**src/rtl/mc_pi_sample_ctrl.sv**
```systemverilog
// Monte-Carlo pi sample controller. Drives an external XNOR LFSR (load, seed, step enable),
// draws x and y from two consecutive LFSR states, tests the point against the quarter circle,
// accumulates hit/total counts and hands each point to a plotter over a valid/ready link.
module mc_pi_sample_ctrl #(
  parameter int unsigned RAND_W  = 18,
  parameter int unsigned COORD_W = 9,
  parameter int unsigned CNT_W   = 32
) (
  input  logic               clk,
  input  logic               reset,
  input  logic               start,
  input  logic               abort,
  input  logic [CNT_W-1:0]   num_samples,
  input  logic [RAND_W-1:0]  seed_in,
  input  logic [RAND_W-1:0]  lfsr_q,
  output logic               lfsr_load,
  output logic [RAND_W-1:0]  lfsr_seed,
  output logic               lfsr_en,
  output logic               busy,
  output logic               done,
  output logic [CNT_W-1:0]   hits,
  output logic [CNT_W-1:0]   total,
  output logic               pt_valid,
  input  logic               pt_ready,
  output logic [COORD_W-1:0] pt_x,
  output logic [COORD_W-1:0] pt_y,
  output logic               pt_inside
);

  localparam logic [2:0] StIdle  = 3'd0;
  localparam logic [2:0] StSeed  = 3'd1;
  localparam logic [2:0] StDrawX = 3'd2;
  localparam logic [2:0] StDrawY = 3'd3;
  localparam logic [2:0] StCheck = 3'd4;
  localparam logic [2:0] StEmit  = 3'd5;
  localparam logic [2:0] StDone  = 3'd6;

  localparam int unsigned SqW = 2 * COORD_W + 1;

  logic [2:0]         state_q, state_d;
  logic [CNT_W-1:0]   num_q, num_d;
  logic [RAND_W-1:0]  seed_q, seed_d;
  logic [COORD_W-1:0] x_q, x_d, y_q, y_d;
  logic               inside_q, inside_d;
  logic [CNT_W-1:0]   hits_q, hits_d, total_q, total_d;
  logic               done_q, done_d;
  logic [SqW-1:0]     sq;
  logic               inside_now;
  logic               unused_lfsr_bits;

  // Only the low COORD_W bits of the LFSR state feed the coordinates.
  assign unused_lfsr_bits = ^lfsr_q;

  // Squared radius at full width; inside when the top bit (2^(2*COORD_W)) is clear.
  assign sq         = SqW'(x_q) * SqW'(x_q) + SqW'(y_q) * SqW'(y_q);
  assign inside_now = ~sq[SqW-1];

  // Next-state logic; abort outside IDLE overrides everything and freezes partial results.
  always_comb begin
    state_d  = state_q;
    num_d    = num_q;
    seed_d   = seed_q;
    x_d      = x_q;
    y_d      = y_q;
    inside_d = inside_q;
    hits_d   = hits_q;
    total_d  = total_q;
    done_d   = 1'b0;
    case (state_q)
      StIdle: begin
        if (start) begin
          hits_d  = '0;
          total_d = '0;
          if (num_samples != '0) begin
            num_d   = num_samples;
            seed_d  = seed_in;
            state_d = StSeed;
          end else begin
            done_d = 1'b1;
          end
        end
      end
      StSeed:  state_d = StDrawX;
      StDrawX: begin
        x_d     = lfsr_q[COORD_W-1:0];
        state_d = StDrawY;
      end
      StDrawY: begin
        y_d     = lfsr_q[COORD_W-1:0];
        state_d = StCheck;
      end
      StCheck: begin
        inside_d = inside_now;
        total_d  = total_q + 1'b1;
        hits_d   = hits_q + CNT_W'(inside_now);
        state_d  = StEmit;
      end
      StEmit: begin
        if (pt_ready) begin
          if (total_q == num_q) begin
            state_d = StDone;
            done_d  = 1'b1;
          end else begin
            state_d = StDrawX;
          end
        end
      end
      StDone:  state_d = StIdle;
      default: state_d = StIdle;
    endcase
    if (abort && (state_q != StIdle)) begin
      state_d  = StIdle;
      x_d      = x_q;
      y_d      = y_q;
      inside_d = inside_q;
      hits_d   = hits_q;
      total_d  = total_q;
      done_d   = 1'b0;
    end
  end

  // State and datapath registers with synchronous active-high reset.
  always_ff @(posedge clk) begin
    if (reset) begin
      state_q  <= StIdle;
      num_q    <= '0;
      seed_q   <= '0;
      x_q      <= '0;
      y_q      <= '0;
      inside_q <= 1'b0;
      hits_q   <= '0;
      total_q  <= '0;
      done_q   <= 1'b0;
    end else begin
      state_q  <= state_d;
      num_q    <= num_d;
      seed_q   <= seed_d;
      x_q      <= x_d;
      y_q      <= y_d;
      inside_q <= inside_d;
      hits_q   <= hits_d;
      total_q  <= total_d;
      done_q   <= done_d;
    end
  end

  // Moore outputs; an all-ones seed would lock the XNOR LFSR, so it is replaced by zero.
  always_comb begin
    lfsr_load = (state_q == StSeed);
    lfsr_seed = (&seed_q) ? '0 : seed_q;
    lfsr_en   = (state_q == StDrawX) || (state_q == StDrawY);
    busy      = (state_q != StIdle);
    pt_valid  = (state_q == StEmit);
    done      = done_q;
    hits      = hits_q;
    total     = total_q;
    pt_x      = x_q;
    pt_y      = y_q;
    pt_inside = inside_q;
  end

endmodule

```
**config.mk**
```make
export PLATFORM = sky130hd
export DESIGN_NAME = mc_pi_sample_ctrl
export DESIGN_NICKNAME = d
export VERILOG_FILES = /design/src/rtl/mc_pi_sample_ctrl.sv
export SDC_FILE = /design/constraint.sdc
export NUM_CORES = 1
export LEC_CHECK = 0
export ABC_CLOCK_PERIOD_IN_PS = 15800
export CORE_ASPECT_RATIO = 1.25
export CORE_MARGIN = 1
export CORE_UTILIZATION = 53
export DETAILED_ROUTE_END_ITERATION = 8
export HOLD_SLACK_MARGIN = 0.06
export PLACE_DENSITY = 0.78
export SETUP_SLACK_MARGIN = 0.2
export SYNTH_ARGS = -nofsm -noshare
export SYNTH_HDL_FRONTEND = slang
export SYNTH_SLANG_ARGS = --single-unit
```
**constraint.sdc**
```tcl
create_clock -name clk -period 15.8 [get_ports clk]
set_input_delay 3.16 -clock clk [delete_from_list [all_inputs] [get_ports clk]]
set_output_delay 3.16 -clock clk [all_outputs]
set_load 0.03 [all_outputs]
```
# Word level (Yosys, flattened, before mapping)
# Index checks and enable logic that the tools add are counted.
[classes]
muxes = 14
n_addsub = 3
n_bitwise = 2
n_mul = 2
reduce_logical = 14
n_shift = 0
n_eq_ne = 9
magnitude_cmp = 0
div = 0
[ops]
columns = ["op", "n"]
rows = [
  ["32-bit one-hot mux with 2 select lines", 2],
  ["9-bit by 9-bit multiplier with 18-bit output", 2],
  ["32-bit by 1-bit adder with 32-bit output", 1],
  ["32-bit by 1-bit adder with 32-bit output, second input constant", 1],
  ["32-bit equality test", 1],
  ["32-bit two-way mux", 1],
  ["32-bit nonzero test", 1],
  ["18-bit by 18-bit adder with 19-bit output", 1],
  ["18-bit two-way mux", 1],
  ["3-bit one-hot mux with 6 select lines", 1],
  ["18-bit AND reduction", 1],
  ["3-bit two-way mux", 4],
  ["3-bit AND reduction", 3],
  ["3-bit by 2-bit equality test with 1-bit output, second input constant", 2],
  ["3-bit equality test, second input constant", 2],
  ["2-bit AND reduction", 3],
  ["1-bit two-way mux", 4],
  ["2-bit inequality test, second input constant", 2],
  ["3-bit by 1-bit equality test with 1-bit output, second input constant", 1],
  ["3-bit zero test", 1],
  ["3-bit nonzero test", 1],
  ["2-bit by 1-bit inequality test with 1-bit output, second input constant", 1],
  ["1-bit inverter", 2],
  ["1-bit one-hot mux with 2 select lines", 1],
  ["4 further kinds", 4],
]
[totals]
mem_count = 0
reg_bits = 137
latch_bits = 0
wordCells = 53
out_inout_bits = 106
ram_bits = 0
input_bits = 73
mem_bits_ro = 0

# Depth between registers and ports, before layout
[logic_depth]
depth_word = 5
mapped_depth = 28
ltp_nobuf = 26

# Worst setup path before layout
# OpenSTA, ideal clock, no wires.
[synth_path]
path_type = "reg2reg"
startpoint = "reg y_q[6] (netlist: pt_y[6])"
endpoint = "reg hits_q[31] (netlist: hits[31])"
path_buffers = 1
setup_slack_ns = 8.531
required_ns = 15.730
stages_incl_launch_ff = 27
t_arrival_ns = 7.198
setup_ns = 0.070
cell_sequence = "dfxtp_1 -> clkbuf_1 -> and2_1 -> inv_1 -> fa_1 -> inv_1 -> fa_1 -> inv_1 -> fa_1 -> inv_1 -> fa_1 -> inv_1 -> fa_1 -> fa_1 -> inv_1 -> ha_1 -> nand3_1 -> nor4_1 -> o311a_1 -> or3_1 -> nand2_1 -> ha_1 -> nand3_1 -> a2111o_1 -> or3_4 -> or4_1 -> a21oi_1"
[synth_between]
elab_chain_len = 5
[synth_rtl]
columns = ["item", "line_no", "source"]
rows = [
  ["start, declared", "43", "logic [COORD_W-1:0] x_q, x_d, y_q, y_d;"],
  ["start signal, assigned", "139", "y_q <= y_d;"],
  ["9-bit by 9-bit multiplier with 18-bit output", "55", "assign sq = SqW'(x_q) * SqW'(x_q) + SqW'(y_q) * SqW'(y_q);"],
  ["18-bit by 18-bit adder with 19-bit output", "55", ""],
  ["1-bit inverter", "56", "assign inside_now = ~sq[SqW-1];"],
  ["named net inside_now", "48", "logic inside_now;"],
  ["32-bit by 1-bit adder with 32-bit output", "95", "hits_d = hits_q + CNT_W'(inside_now);"],
  ["32-bit one-hot mux with 2 select lines", "69", "case (state_q)"],
  ["end signal, assigned", "141", "hits_q <= hits_d;"],
  ["end, declared", "45", "logic [CNT_W-1:0] hits_q, hits_d, total_q, total_d;"],
]
# The timed path passes the listed nets, and every way through them passes these cells.
# A chain may end at the register's enable or synchronous reset.

# Final worst setup path
[layout_path]
startpoint = "reg y_q[1] (netlist: pt_y[1])"
endpoint = "reg hits_q[31] (netlist: hits[31])"
# Same word-level chain as after synthesis.

==> flow_metrics.tcl <==
set metrics [dict create \
    status "finished, final reports clean" \
    cts_root_buf "clkbuf_16" \
    routedWlPerCell_um 16.6 \
    globalplace.congestion 0.869 \
    die_width_um 126 \
    dr.pass1.iters 4 \
    ctsHoldBuffers 0 \
    layout_common_cells "inv_1, clkdlybuf4s50_1, dfxtp_1" \
    r2r-end "hits[31]" \
    r2r_setup_slack_ns 7.90 \
    synth_area_um2 10200 \
    top_layer "met4" \
    worst_pin_slew_ns 0.830 \
    h-tree-depth 4 \
    m1WireLength_mm 9.82 \
    ios 179 \
    ant_nets 0 \
    finalWirelength_mm 25.9 \
    io_buffer_count 169 \
    grt_max_degree 77 \
    antenna_cells 0 \
    finClkSkew_ns 0.0123 \
    fin_util_pct 67.0 \
    synth_compound_area_share_pct 6.12 \
    p_leak_uw 0.00545 \
    vdd_drop_max_uv 76.4 \
    max_slew_margin_pct 44.7 \
    fp-row-count 56 \
    finalNonFillerCells 1554 \
    cp_max_fo 13 \
    grt_first_pass_wirelength_mm 43.3 \
    finalSetupViolations 0 \
    syn_nets 1391 \
    cts.path.max_buffers 2 \
    holdPathStages 2 \
    area_delta_synth_final_pct 23.4 \
    reg2reg_depth 25 \
    numCtsBuffers 17 \
    drt_iter0_drc 472 \
    synth_mux_area_share_pct 5.41 \
    worstHoldStart "hits[0]" \
    rsz0062_at_grt "no" \
    synth_top_family_by_area "adder cells" \
    dp_hpwl_mm 19.6 \
    clock_latency_ns 0.42 \
    design.core.area_um2 18800 \
    cts_tree "yes" \
    fin_tns_setup_ns 0 \
    route.met3.wl_mm 1.42 \
    syn-mean-instance-area_um2 8.75 \
    finalMaxSlewViolations 0 \
    die_height_um 157 \
    grt_overflow_total 0 \
    finalHoldViolations 0 \
    min_delay_worst_endpoint "hits[0]" \
    netlist_instances 1165 \
    worstSetupPathType "register to register" \
    clk_pin_slew_ns 0.07 \
    power_density_nw_per_um2 75.4 \
    synth.distinct_cells 53 \
    synthSimpleGateAreaFrac_pct 20.7 \
    ys_ff_latch 137 \
    vias 8508 \
    rr_startpoint "pt_y[1]" \
    ys_seq_area_share_pct 26.9 \
    start_kind "register" \
    critical_path_arrival_ns 8.25 \
    drive_gt1_share_pct 3.40 \
    synthAdderAreaFrac_pct 26.0 \
    start_util_pct 54.3 \
    crit_required_ns 16.16 \
    drcViolationCount 0 \
    min_period_over_period_pct 50.0 \
    fillers 1572 \
    final_common_cell "inv_1" \
    wl_met2_mm 13.5 \
    gr-usage-all-layers_pct 27.9 \
    synth_edf_count 0 \
    vias_per_cell 5.47 \
    dpl.cell_count 1522 \
    grt_pass1_vias 8912 \
    ys.flop_type "dfxtp_1" \
    min_period_ns 7.90 \
    post_cts_resized 0 \
    nets 1535 \
    endpoint_kind "register" \
    antenna_found_initial 0 \
    synthArstFlopShare_pct 0 \
    synth_xor_area_share_pct 6.53 \
    max_cap_violations 0 \
    ys_warn_count 0 \
    finalPower_uw 949 \
    post_cts_buffers 0 \
    min_path_type "register to register" \
    hold_slack_ns 0.485 \
    die_area_um2 19800 \
    fmax_ghz 0.127 \
    cts.sinks 137 \
]
[final cells by class]
| class | instances | area [um^2] | area share [%] |
|---|---|---|---|
| Multi-Input combinational cell | 806 | 6600 | 52.5 |
| Tap cell | 232 | 290 | 2.31 |
| Inverter | 174 | 653 | 5.19 |
| Clock buffer | 19 | 443 | 3.52 |
| Clock inverter | 13 | 134 | 1.06 |
| Sequential cell | 137 | 2740 | 21.8 |
| Timing Repair Buffer | 173 | 1720 | 13.6 |
[critical path, stage by stage, from the launching register on]
cell and delay (ns):
dfxtp_1 0.68, and2_1 0.25, inv_1 0.07, fa_1 0.65
inv_1 0.09, fa_1 0.51, inv_1 0.05, fa_1 0.47
inv_1 0.06, fa_1 0.55, inv_1 0.07, fa_1 0.50
fa_1 0.54, inv_1 0.05, ha_1 0.31, nand3_1 0.11
nor4_1 0.06, o311a_1 0.37, or3_1 0.37, nand2_1 0.09
ha_1 0.17, nand3_1 0.12, a2111o_1 0.59, or3_4 0.46
or4_1 0.47, a21oi_1 0.15
[metrics by stage]
step	area [um^2]	setup WS, ns
final	12600	7.90
after CTS	12600	7.89
after global routing	12600	7.56
after global placement	12000	8.02
after detailed placement	12000	7.91
after floorplan	10200	8.53
[metal layers]
layer | global-route usage, % | up-vias
met2 | 51.6 | 248
met5 | 0 | -
met3 | 5.88 | 64
li1 | - | 4067
met4 | 13.4 | 0
met1 | 30.3 | 4129
[state kept, by name (all words and copies together) (netlist names)]
name and cells:
pt_inside 1, total 32, seed_q 18, pt_x 9, hits 32, num_q 32
pt_y 9, done 1, state_q 3
[cell usage after synthesis, types with 2 or more instances]
| master | n | area share [%] |
|---|---|---|
| and3_1 | 8 | 0.49 |
| o2111ai_1 | 2 | 0.17 |
| clkbuf_2 | 2 | 0.098 |
| fa_1 | 98 | 19 |
| and2_1 | 65 | 4.0 |
| nand2b_1 | 10 | 0.61 |
| o2111a_1 | 2 | 0.22 |
| or4_4 | 2 | 0.22 |
| xor2_1 | 11 | 0.94 |
| buf_2 | 7 | 0.34 |
| o31ai_1 | 3 | 0.22 |
| dfxtp_1 | 137 | 27 |
| o21ai_0 | 22 | 1.1 |
| a21oi_1 | 59 | 2.9 |
| and4_1 | 6 | 0.52 |
| nor4_1 | 25 | 1.5 |
| nand3_1 | 20 | 0.98 |
| clkbuf_1 | 37 | 1.4 |
| nand2_1 | 101 | 3.7 |
| o211ai_1 | 2 | 0.15 |
| xnor2_1 | 65 | 5.6 |
| o21bai_1 | 2 | 0.15 |
| nor3_1 | 15 | 0.74 |
| inv_1 | 174 | 6.4 |
| ha_1 | 55 | 6.8 |
| and2b_1 | 2 | 0.15 |
| nor2_1 | 98 | 3.6 |
| mux2i_1 | 54 | 5.3 |
| a21o_1 | 3 | 0.22 |
| nor2b_1 | 4 | 0.25 |
| nand4_1 | 30 | 1.8 |
| or3_1 | 20 | 1.2 |
| or4_1 | 3 | 0.22 |
| nand3b_1 | 2 | 0.15 |
[power breakdown]
| group | internal (uW) | switching, uW |
|---|---|---|
| Sequential | 364 | 22.8 |
| Clock | 226 | 165 |
| Combinational | 78.2 | 94.0 |
| Total | 668 | 281 |
[worst max-delay path by stage]
stage	from	endpoint	slack [ns]	cells after the start
floorplan	pt_y[6]	hits[31]	8.53	26
global placement	pt_y[1]	hits[31]	8.02	25
detailed placement	pt_y[1]	hits[31]	7.91	25
CTS	pt_y[1]	hits[31]	7.89	25
global route	pt_y[1]	hits[31]	7.56	25
finish	pt_y[1]	hits[31]	7.90	25
[cell families (layout without fill, tap and decap cells)]
family / count (synthesis) / in the layout
simple gates: 417 / 417
buf+inv: 222 / 379
fa+ha+maj: 153 / 153
flops: 137 / 137
compound gates: 105 / 105
xor+xnor: 76 / 76
mux: 55 / 55
Power figures use the tool's default switching activity.
